**config.mk**
```make
export PLATFORM = sky130hd
export DESIGN_NAME = comm_rx_packet_ctrl_flat
export DESIGN_NICKNAME = d
export VERILOG_FILES = /design/src/rtl/comm_rx_packet_ctrl_pkg.sv /design/src/rtl/comm_rx_packet_ctrl_if.sv /design/src/rtl/comm_rx_byte_buffer.sv /design/src/rtl/comm_rx_packet_ctrl.sv /design/src/flat_wrapper.sv
export SDC_FILE = /design/constraint.sdc
export NUM_CORES = 2
export LEC_CHECK = 0
export ABC_AREA = 1
export BUFFER_PORTS_ARGS = -buffer_cell sky130_fd_sc_hd__buf_4
export CORE_ASPECT_RATIO = 1.25
export CORE_MARGIN = 5
export CORE_UTILIZATION = 25
export DETAILED_ROUTE_END_ITERATION = 10
export PLACE_DENSITY_LB_ADDON = 0.12
export RECOVER_POWER = 25
export SYNTH_ARGS = -nofsm -noshare
export SYNTH_HDL_FRONTEND = slang
export SYNTH_SLANG_ARGS = --single-unit
```
**constraint.sdc**
```tcl
create_clock -name inclk -period 3.89 [get_ports inclk]
set_input_delay 0.1945 -clock inclk [delete_from_list [all_inputs] [get_ports inclk]]
set_output_delay 0.1945 -clock inclk [all_outputs]
set_load 0.05 [all_outputs]
```
**src/rtl/comm_rx_packet_ctrl_pkg.sv**
```systemverilog
// Shared types and constants for the comm_rx packet controller.
// Packets carry payload, then CRC, then a stop byte; only the payload is forwarded.
package comm_rx_pkg;

    typedef enum logic [1:0] {
        IDLE  = 2'd0,
        RECV  = 2'd1,
        CHECK = 2'd2,
        DRAIN = 2'd3
    } rx_state_e;

    localparam int CRC_BYTES      = 4;
    localparam int STOP_BYTES     = 1;
    localparam int OVERHEAD_BYTES = CRC_BYTES + STOP_BYTES;

    // First received bit of each byte lands in bit 7.
    localparam bit MSB_FIRST = 1'b1;

endpackage

```
**src/rtl/comm_rx_packet_ctrl_if.sv**
```systemverilog
// Payload byte stream from the packet controller to its consumer.
interface comm_rx_packet_ctrl_if #(
    parameter int ADDR_W = 8
);
    logic              out_valid;
    logic              out_ready;
    logic [7:0]        out_data;
    logic              out_last;
    logic [ADDR_W-1:0] pkt_len;

    modport master (
        output out_valid,
        output out_data,
        output out_last,
        output pkt_len,
        input  out_ready
    );

    modport slave (
        input  out_valid,
        input  out_data,
        input  out_last,
        input  pkt_len,
        output out_ready
    );
endinterface

```
**src/rtl/comm_rx_byte_buffer.sv**
```systemverilog
// Single packet buffer: synchronous write, combinational read, contents not reset.
module comm_rx_byte_buffer #(
    parameter int MAX_BYTES = 256,
    parameter int ADDR_W    = 8
) (
    input  logic              inclk,
    input  logic              we,
    input  logic [ADDR_W-1:0] waddr,
    input  logic [7:0]        wdata,
    input  logic [ADDR_W-1:0] raddr,
    output logic [7:0]        rdata
);
    logic [7:0] mem [MAX_BYTES];

    always_ff @(posedge inclk) begin
        if (we) begin
            mem[waddr] <= wdata;
        end
    end

    assign rdata = mem[raddr];
endmodule

```
**src/rtl/comm_rx_packet_ctrl.sv**
```systemverilog
// Assembles comm_receiver bits into a packet buffer, validates the packet and
// drains its payload (CRC and stop byte stripped) over a valid/ready stream.
//
// state | meaning
// IDLE  | waiting for decoding to rise with rx_enable set
// RECV  | shifting bits into bytes, writing bytes to the buffer
// CHECK | one cycle: decide deliver / count error / ignore false trigger
// DRAIN | presenting payload bytes downstream; new packets are dropped
module comm_rx_packet_ctrl
    import comm_rx_pkg::*;
#(
    parameter int MAX_BYTES = 256,
    parameter int ADDR_W    = 8,
    parameter int CNT_W     = 16
) (
    input  logic                  inclk,
    input  logic                  reset,
    input  logic                  rx_enable,
    input  logic                  decoding,
    input  logic                  start_byte_detected,
    input  logic                  decoding_failed,
    input  logic                  new_bit_clk,
    input  logic                  new_bit,
    comm_rx_packet_ctrl_if.master out_if,
    output logic                  busy,
    output logic [CNT_W-1:0]      ok_count,
    output logic [CNT_W-1:0]      err_count,
    output logic [CNT_W-1:0]      drop_count,
    output logic                  overflow
);
    localparam logic [ADDR_W:0]   MAX_CNT   = (ADDR_W+1)'(MAX_BYTES);
    localparam logic [ADDR_W:0]   OVH_CNT   = (ADDR_W+1)'(OVERHEAD_BYTES);
    localparam logic [ADDR_W:0]   CNT_ONE   = (ADDR_W+1)'(1);
    localparam logic [ADDR_W-1:0] ADDR_ONE  = ADDR_W'(1);
    localparam logic [CNT_W-1:0]  STAT_MAX  = '1;
    localparam logic [CNT_W-1:0]  STAT_ONE  = CNT_W'(1);

    rx_state_e         state_q, state_n;
    logic              dec_q, nbc_q;
    logic [2:0]        bit_cnt_q, bit_cnt_n;
    logic [7:0]        shift_q, shift_n, shifted;
    logic [ADDR_W-1:0] wr_ptr_q, wr_ptr_n;
    logic [ADDR_W:0]   byte_cnt_q, byte_cnt_n;
    logic [ADDR_W:0]   payload;
    logic [ADDR_W-1:0] rd_ptr_q, rd_ptr_n;
    logic [ADDR_W-1:0] pkt_len_q, pkt_len_n;
    logic              start_seen_q, start_seen_n;
    logic              failed_q, failed_n;
    logic              partial_q, partial_n;
    logic              ovf_q, ovf_n;
    logic              overflow_q, overflow_n;
    logic [CNT_W-1:0]  ok_q, ok_n, err_q, err_n, drop_q, drop_n;
    logic              rise_dec, fall_dec, rise_nbc;
    logic              good;
    logic              drain_last;
    logic              buf_we;
    logic [7:0]        buf_rdata;

    function automatic logic [CNT_W-1:0] sat_inc(input logic [CNT_W-1:0] v);
        return (v == STAT_MAX) ? v : v + STAT_ONE;
    endfunction

    assign rise_dec = decoding & ~dec_q;
    assign fall_dec = ~decoding & dec_q;
    assign rise_nbc = new_bit_clk & ~nbc_q;

    assign shifted    = MSB_FIRST ? {shift_q[6:0], new_bit} : {new_bit, shift_q[7:1]};
    assign payload    = byte_cnt_q - OVH_CNT;
    assign good       = start_seen_q & ~failed_q & ~partial_q & ~ovf_q &
                        (byte_cnt_q >= OVH_CNT) & (payload >= CNT_ONE);
    assign drain_last = (rd_ptr_q == pkt_len_q - ADDR_ONE);

    comm_rx_byte_buffer #(
        .MAX_BYTES (MAX_BYTES),
        .ADDR_W    (ADDR_W)
    ) u_buf (
        .inclk (inclk),
        .we    (buf_we),
        .waddr (wr_ptr_q),
        .wdata (shifted),
        .raddr (rd_ptr_q),
        .rdata (buf_rdata)
    );

    always_comb begin
        state_n      = state_q;
        bit_cnt_n    = bit_cnt_q;
        shift_n      = shift_q;
        wr_ptr_n     = wr_ptr_q;
        byte_cnt_n   = byte_cnt_q;
        rd_ptr_n     = rd_ptr_q;
        pkt_len_n    = pkt_len_q;
        start_seen_n = start_seen_q;
        failed_n     = failed_q;
        partial_n    = partial_q;
        ovf_n        = ovf_q;
        overflow_n   = overflow_q;
        ok_n         = ok_q;
        err_n        = err_q;
        drop_n       = drop_q;
        buf_we       = 1'b0;

        case (state_q)
            IDLE: begin
                if (rise_dec && rx_enable) begin
                    state_n    = RECV;
                    bit_cnt_n  = '0;
                    wr_ptr_n   = '0;
                    byte_cnt_n = '0;
                    ovf_n      = 1'b0;
                end
            end
            RECV: begin
                if (rise_nbc) begin
                    shift_n   = shifted;
                    bit_cnt_n = bit_cnt_q + 3'd1;
                    if (bit_cnt_q == 3'd7) begin
                        if (byte_cnt_q == MAX_CNT) begin
                            overflow_n = 1'b1;
                            ovf_n      = 1'b1;
                        end else begin
                            buf_we     = 1'b1;
                            wr_ptr_n   = wr_ptr_q + ADDR_ONE;
                            byte_cnt_n = byte_cnt_q + CNT_ONE;
                        end
                    end
                end
                // A bit arriving with the fall is already counted in bit_cnt_n.
                if (fall_dec) begin
                    start_seen_n = start_byte_detected;
                    failed_n     = decoding_failed;
                    partial_n    = (bit_cnt_n != 3'd0);
                    state_n      = CHECK;
                end
            end
            CHECK: begin
                if (good) begin
                    pkt_len_n = payload[ADDR_W-1:0];
                    rd_ptr_n  = '0;
                    ok_n      = sat_inc(ok_q);
                    state_n   = DRAIN;
                end else if (start_seen_q) begin
                    err_n   = sat_inc(err_q);
                    state_n = IDLE;
                end else begin
                    state_n = IDLE;
                end
            end
            DRAIN: begin
                if (out_if.out_ready) begin
                    rd_ptr_n = rd_ptr_q + ADDR_ONE;
                    if (drain_last) begin
                        state_n = IDLE;
                    end
                end
                if (fall_dec && start_byte_detected) begin
                    drop_n = sat_inc(drop_q);
                end
            end
            default: state_n = IDLE;
        endcase
    end

    always_ff @(posedge inclk or posedge reset) begin
        if (reset) begin
            state_q      <= IDLE;
            dec_q        <= 1'b0;
            nbc_q        <= 1'b0;
            bit_cnt_q    <= '0;
            shift_q      <= '0;
            wr_ptr_q     <= '0;
            byte_cnt_q   <= '0;
            rd_ptr_q     <= '0;
            pkt_len_q    <= '0;
            start_seen_q <= 1'b0;
            failed_q     <= 1'b0;
            partial_q    <= 1'b0;
            ovf_q        <= 1'b0;
            overflow_q   <= 1'b0;
            ok_q         <= '0;
            err_q        <= '0;
            drop_q       <= '0;
        end else begin
            state_q      <= state_n;
            dec_q        <= decoding;
            nbc_q        <= new_bit_clk;
            bit_cnt_q    <= bit_cnt_n;
            shift_q      <= shift_n;
            wr_ptr_q     <= wr_ptr_n;
            byte_cnt_q   <= byte_cnt_n;
            rd_ptr_q     <= rd_ptr_n;
            pkt_len_q    <= pkt_len_n;
            start_seen_q <= start_seen_n;
            failed_q     <= failed_n;
            partial_q    <= partial_n;
            ovf_q        <= ovf_n;
            overflow_q   <= overflow_n;
            ok_q         <= ok_n;
            err_q        <= err_n;
            drop_q       <= drop_n;
        end
    end

    // Data is gated so the stream reads as zero outside DRAIN (buffer has no reset).
    assign out_if.out_valid = (state_q == DRAIN);
    assign out_if.out_data  = (state_q == DRAIN) ? buf_rdata : 8'h00;
    assign out_if.out_last  = (state_q == DRAIN) & drain_last;
    assign out_if.pkt_len   = pkt_len_q;

    assign busy       = (state_q != IDLE);
    assign ok_count   = ok_q;
    assign err_count  = err_q;
    assign drop_count = drop_q;
    assign overflow   = overflow_q;
endmodule

```
**src/flat_wrapper.sv**
```systemverilog
// flat-port wrapper written by rule: the top's interface ports become plain ports
module comm_rx_packet_ctrl_flat import comm_rx_pkg::*;
#(
    parameter int MAX_BYTES = 256,
    parameter int ADDR_W    = 8,
    parameter int CNT_W     = 16
)
  (inclk, reset, rx_enable, decoding, start_byte_detected, decoding_failed, new_bit_clk, new_bit, busy, ok_count, err_count, drop_count, overflow, out_if_out_valid, out_if_out_data, out_if_out_last, out_if_pkt_len, out_if_out_ready);
  comm_rx_packet_ctrl_if #(.ADDR_W(ADDR_W)) out_if_i ();
  input  logic inclk;
  input  logic reset;
  input  logic rx_enable;
  input  logic decoding;
  input  logic start_byte_detected;
  input  logic decoding_failed;
  input  logic new_bit_clk;
  input  logic new_bit;
  output logic busy;
  output logic [CNT_W-1:0] ok_count;
  output logic [CNT_W-1:0] err_count;
  output logic [CNT_W-1:0] drop_count;
  output logic overflow;
  output wire logic [$bits(out_if_i.out_valid)-1:0] out_if_out_valid;
  output wire logic [$bits(out_if_i.out_data)-1:0] out_if_out_data;
  output wire logic [$bits(out_if_i.out_last)-1:0] out_if_out_last;
  output wire logic [$bits(out_if_i.pkt_len)-1:0] out_if_pkt_len;
  input wire logic [$bits(out_if_i.out_ready)-1:0] out_if_out_ready;
  assign out_if_out_valid = out_if_i.out_valid;
  assign out_if_out_data = out_if_i.out_data;
  assign out_if_out_last = out_if_i.out_last;
  assign out_if_pkt_len = out_if_i.pkt_len;
  assign out_if_i.out_ready = out_if_out_ready;
  comm_rx_packet_ctrl #(.MAX_BYTES(MAX_BYTES), .ADDR_W(ADDR_W), .CNT_W(CNT_W)) u_core (.inclk(inclk), .reset(reset), .rx_enable(rx_enable), .decoding(decoding), .start_byte_detected(start_byte_detected), .decoding_failed(decoding_failed), .new_bit_clk(new_bit_clk), .new_bit(new_bit), .out_if(out_if_i), .busy(busy), .ok_count(ok_count), .err_count(err_count), .drop_count(drop_count), .overflow(overflow));
endmodule
```
==> key figures <==
Floorplan
  – Initial Util: 0.251
  – Die Span X: 542 µm
  – Standard-cell rows: 244
  – Die Y: approximately 680 µm
  – Die area: roughly 370000 µm²
  – IO Pins: 77
  – Core Area: 353000 µm²

CTS
  – Maximum clock path buffer count: 4
  – H-tree depth: 4
  – Clock-pin transition on the worst setup and hold timing paths: 0.06 ns
  – Clock Root Buffer: clkbuf_16
  – CTS tree: built
  – Clock Sinks: 2148
  – Clock Latency Late Sink: 0.95 ns
  – Num CTS Buffers: 240

Routing
  – Initial DRC Count: 4950
  – Post-route ant nets: 0
  – Vias post-DR: between 60000 and 70000
  – Post-Route WL: between 300000 and 400000 µm
  – Pre-Repair DR Iteration Count: 5
  – Wire per inst: 25.8 µm
  – Vias per cell: roughly 4.7
  – DRC: 0

Global routing
  – Total global routing overflow: 0
  – Largest net degree at the start of global routing: 134
  – Overall global routing resource usage: 0.173
  – First-pass GRT wire length: 463000 µm
  – Vias in the first global route: 59937
  – Antenna violations before repair: 11

Pwr
  – Leakage power: about 0.039 µW
  – Peak VDD IR: 0.534 mV
  – Power per Cell Area: 659 nW/µm²

Placement
  – Gpl congestion: 0.799
  – Post-DP HPWL: 186000 µm
  – Area post-placement: 96900 µm²
  – Placed Cells: between 10000 and 15000
  – IO buf count: 76

Synthesis
  – Most frequent cell after synthesis: nand2_1
  – Post-synth EDFFs: ~2000
  – Library cells used by synthesis: 43
  – Largest family of logic cells by synthesized area: simple AND/OR/NAND/NOR gates
  – Post-synthesis mux area share: 0.000382
  – FF+latch count, synth: 2148
  – Net count after synthesis: ~7700
  – Commonest cells in the netlist: nand2_1 (2217), edfxtp_1 (2048), nand3_1 (1989)
  – Synth top area share: 0.695
  – YS warnings: 0
  – Mapped Avg Cell Area: 11.6 µm²
  – Post-synthesis compound-gate area fraction: 0.00875
  – Synth Cell Area: 88500 µm²
  – Seq/Total Area, Yosys: 0.723
  – Largest area contributor in the netlist: edfxtp_1
  – Adder-cell share of the synthesized area: 0.00212
  – Xor-xnor portion of the synthesized cell area: 0.00543
  – Synth area leaders: edfxtp_1 (69%), nand3_1 (11%), nand2_1 (9.4%), dfrtp_1 (2.8%), nor2_1 (1.7%)
  – Simple-Gate Fraction of Synth Area: 0.229
  – Synth Flop Type: edfxtp_1
  – Post-Syn Instances: between 7000 and 8000
  – Ys async rst share: 0.0466

Critical path
  – CP required: ~3.7 ns
  – Crit-path slowest cell: dfrtp_4
  – Kind of critical path: register to output port
  – Slowest cell delay on critical path: 0.70 ns
  – Crit start category: register
  – Worst Path Arrival: 3.86 ns
  – Worst-path maximum fanout: 60
  – Setup crit end kind: output port
  – Crit path cell chain: clkinv_2, buf_16, nand3_1, nand2_1, nor2_2, nor2_2, nor2_4, nor2_4, buf_4, buf_6

STA
  – Worst-margin pin slew: 3.54 ns
  – Minimum clock period: 4.05 ns
  – FMAX: between 200 and 250 MHz
  – Worst Skew: around 0.13 ns
  – Final period util: 1.04
  – Final setup margin: -0.164 ns
  – RSZ-0062 raised after global routing: yes
  – WHS: ~0.092 ns
  – Slew HR: -1.36
  – Max-slew violations: ~900
  – Hold Fails Final Rpt: 0
  – Final setup fails: 8

Flow run
  – Max-cap violations: 13

Layout
  – Fillers: between 30000 and 40000
  – Utilization after layout: 0.310
  – Post-route cell area: 109000 µm²
  – Final #Nets: around 8000
  – Finished Layout Cells: between 10000 and 15000
  – Area Growth Syn to Fin: 23.6%
  – Layout cell share with drive strength beyond 1: 0.159

Status
  – Failing checks: max-capacitance violations, max-slew violations, negative setup slack
  – Outcome: complete, but fails checks

Min path
  – Hold/Removal Path Class: input pin to register
-- power breakdown --
part           switching (µW)  internal, µW
Combinational           14200          6470
Sequential                759         28300
Clock                    9580         12800
Total                   24500         47500
-- critical path, delay by kind of cell (launching register included) --
family                 cells  cell delay (ns)
flip-flops                 1             0.70
buffers and inverters      4             1.00
AND/OR/NAND/NOR            6             0.94
-- final timing paths --
kind	start	cells past startpoint	slack, ns	to
worst min-delay path	decoding_failed	3	0.09	u_core.failed_q
worst max-delay path	u_core.rd_ptr_q[4]	10	-0.16	out_if_out_data[6]
max in group asynchronous	reset	5	1.21	u_core.rd_ptr_q[2]
worst min register to register	u_core.overflow	2	0.47	u_core.overflow
min in group asynchronous	reset	4	1.01	u_core.err_count[4]
worst max register to register	u_core.shift_q[4]	1	0.06	u_core.u_buf.mem[28][5]
-- timing repair --
| item | in CTS | in global routing |
|---|---|---|
| pin swaps | 22 | 51 |
| hold buffers | 12 | 0 |
| hold endpoints to repair | 208 | 0 |
| setup endpoints to repair | 8 | 8 |
| setup buffers | 50 | 20 |
| resized for setup | 318 | 198 |
| cloned | 51 | 23 |
-- layout make-up --
| class | instances | area, µm² | area share |
|---|---|---|---|
| diodes | 4 | 10.0 | 0.0000915 |
| clock buffers | 295 | 6280 | 0.0574 |
| clock inverters | 134 | 1200 | 0.0110 |
| inverters | 110 | 489 | 0.00447 |
| multi-input cells | 4892 | 23500 | 0.215 |
| flip-flops and latches | 2148 | 64000 | 0.585 |
| well taps | 4674 | 5850 | 0.0535 |
| repair buffers | 648 | 7880 | 0.0720 |
| repair inverters | 8 | 129 | 0.00118 |
-- through the flow --
stage / setup TNS [ns] / power, µW / worst slack [ns]
5_1_grt: -2.70 / 75200 / -0.217
4_1_cts: -2.12 / 71900 / -0.343
2_1_floorplan: -23.62 / 38200 / -0.0923
6_report: -0.999 / 72100 / -0.164
3_3_place_gp: -1.12 / 45800 / -0.376
3_5_place_dp: -1.21 / 45800 / -0.372
-- kinds of logic (layout without fill, tap and decap cells) --
group	Yosys count	after routing
buffers and inverters	605	1195
flip-flops	2148	2148
AND/OR/NAND/NOR	4676	4676
XOR/XNOR	54	54
AO/OA/AOI/OAI	144	144
multiplexers	3	3
adder cells (fa/ha/maj)	15	15
other	0	4
-- routing by layer --
layer  vias to the layer above  track usage  part of all wire
met5                         -            0                 0
met4                         0       0.0516             0.032
met3                       438       0.0211             0.046
met2                      1595        0.301              0.49
met1                     30961        0.227              0.43
li1                      27863            -                 -
-- flip-flops by register name, summed over array words and instances, names as in the netlist, 2 cells and up --
signal / flops
u_core.wr_ptr_q: 8
u_core.err_count: 16
u_core.bit_cnt_q: 3
u_core.u_buf.mem: 2048
u_core.rd_ptr_q: 8
u_core.drop_count: 16
u_core.shift_q: 7
u_core.byte_cnt_q: 9
u_core.ok_count: 16
u_core.state_q: 2
u_core.out_if.pkt_len: 8
-- placed cells by master (no fill, tap or decap), types with 16 or more instances in the layout --
master,count
o22ai_1,18
dfrtp_1,92
inv_1,91
a21oi_1,33
bufinv_16,21
clkinv_2,43
xor2_1,37
clkinv_1,60
buf_4,410
nand3_1,1756
clkbuf_1,56
nor2_4,23
nand3_4,43
buf_16,68
buf_6,31
o21ai_1,22
nand3_2,192
clkbuf_16,264
nand2_2,21
nor2_2,27
xnor2_1,16
edfxtp_1,2048
nor2_1,355
nor3_1,28
nand2_1,2197
o21ai_0,61
buf_12,56
Power figures use the tool's default switching activity.
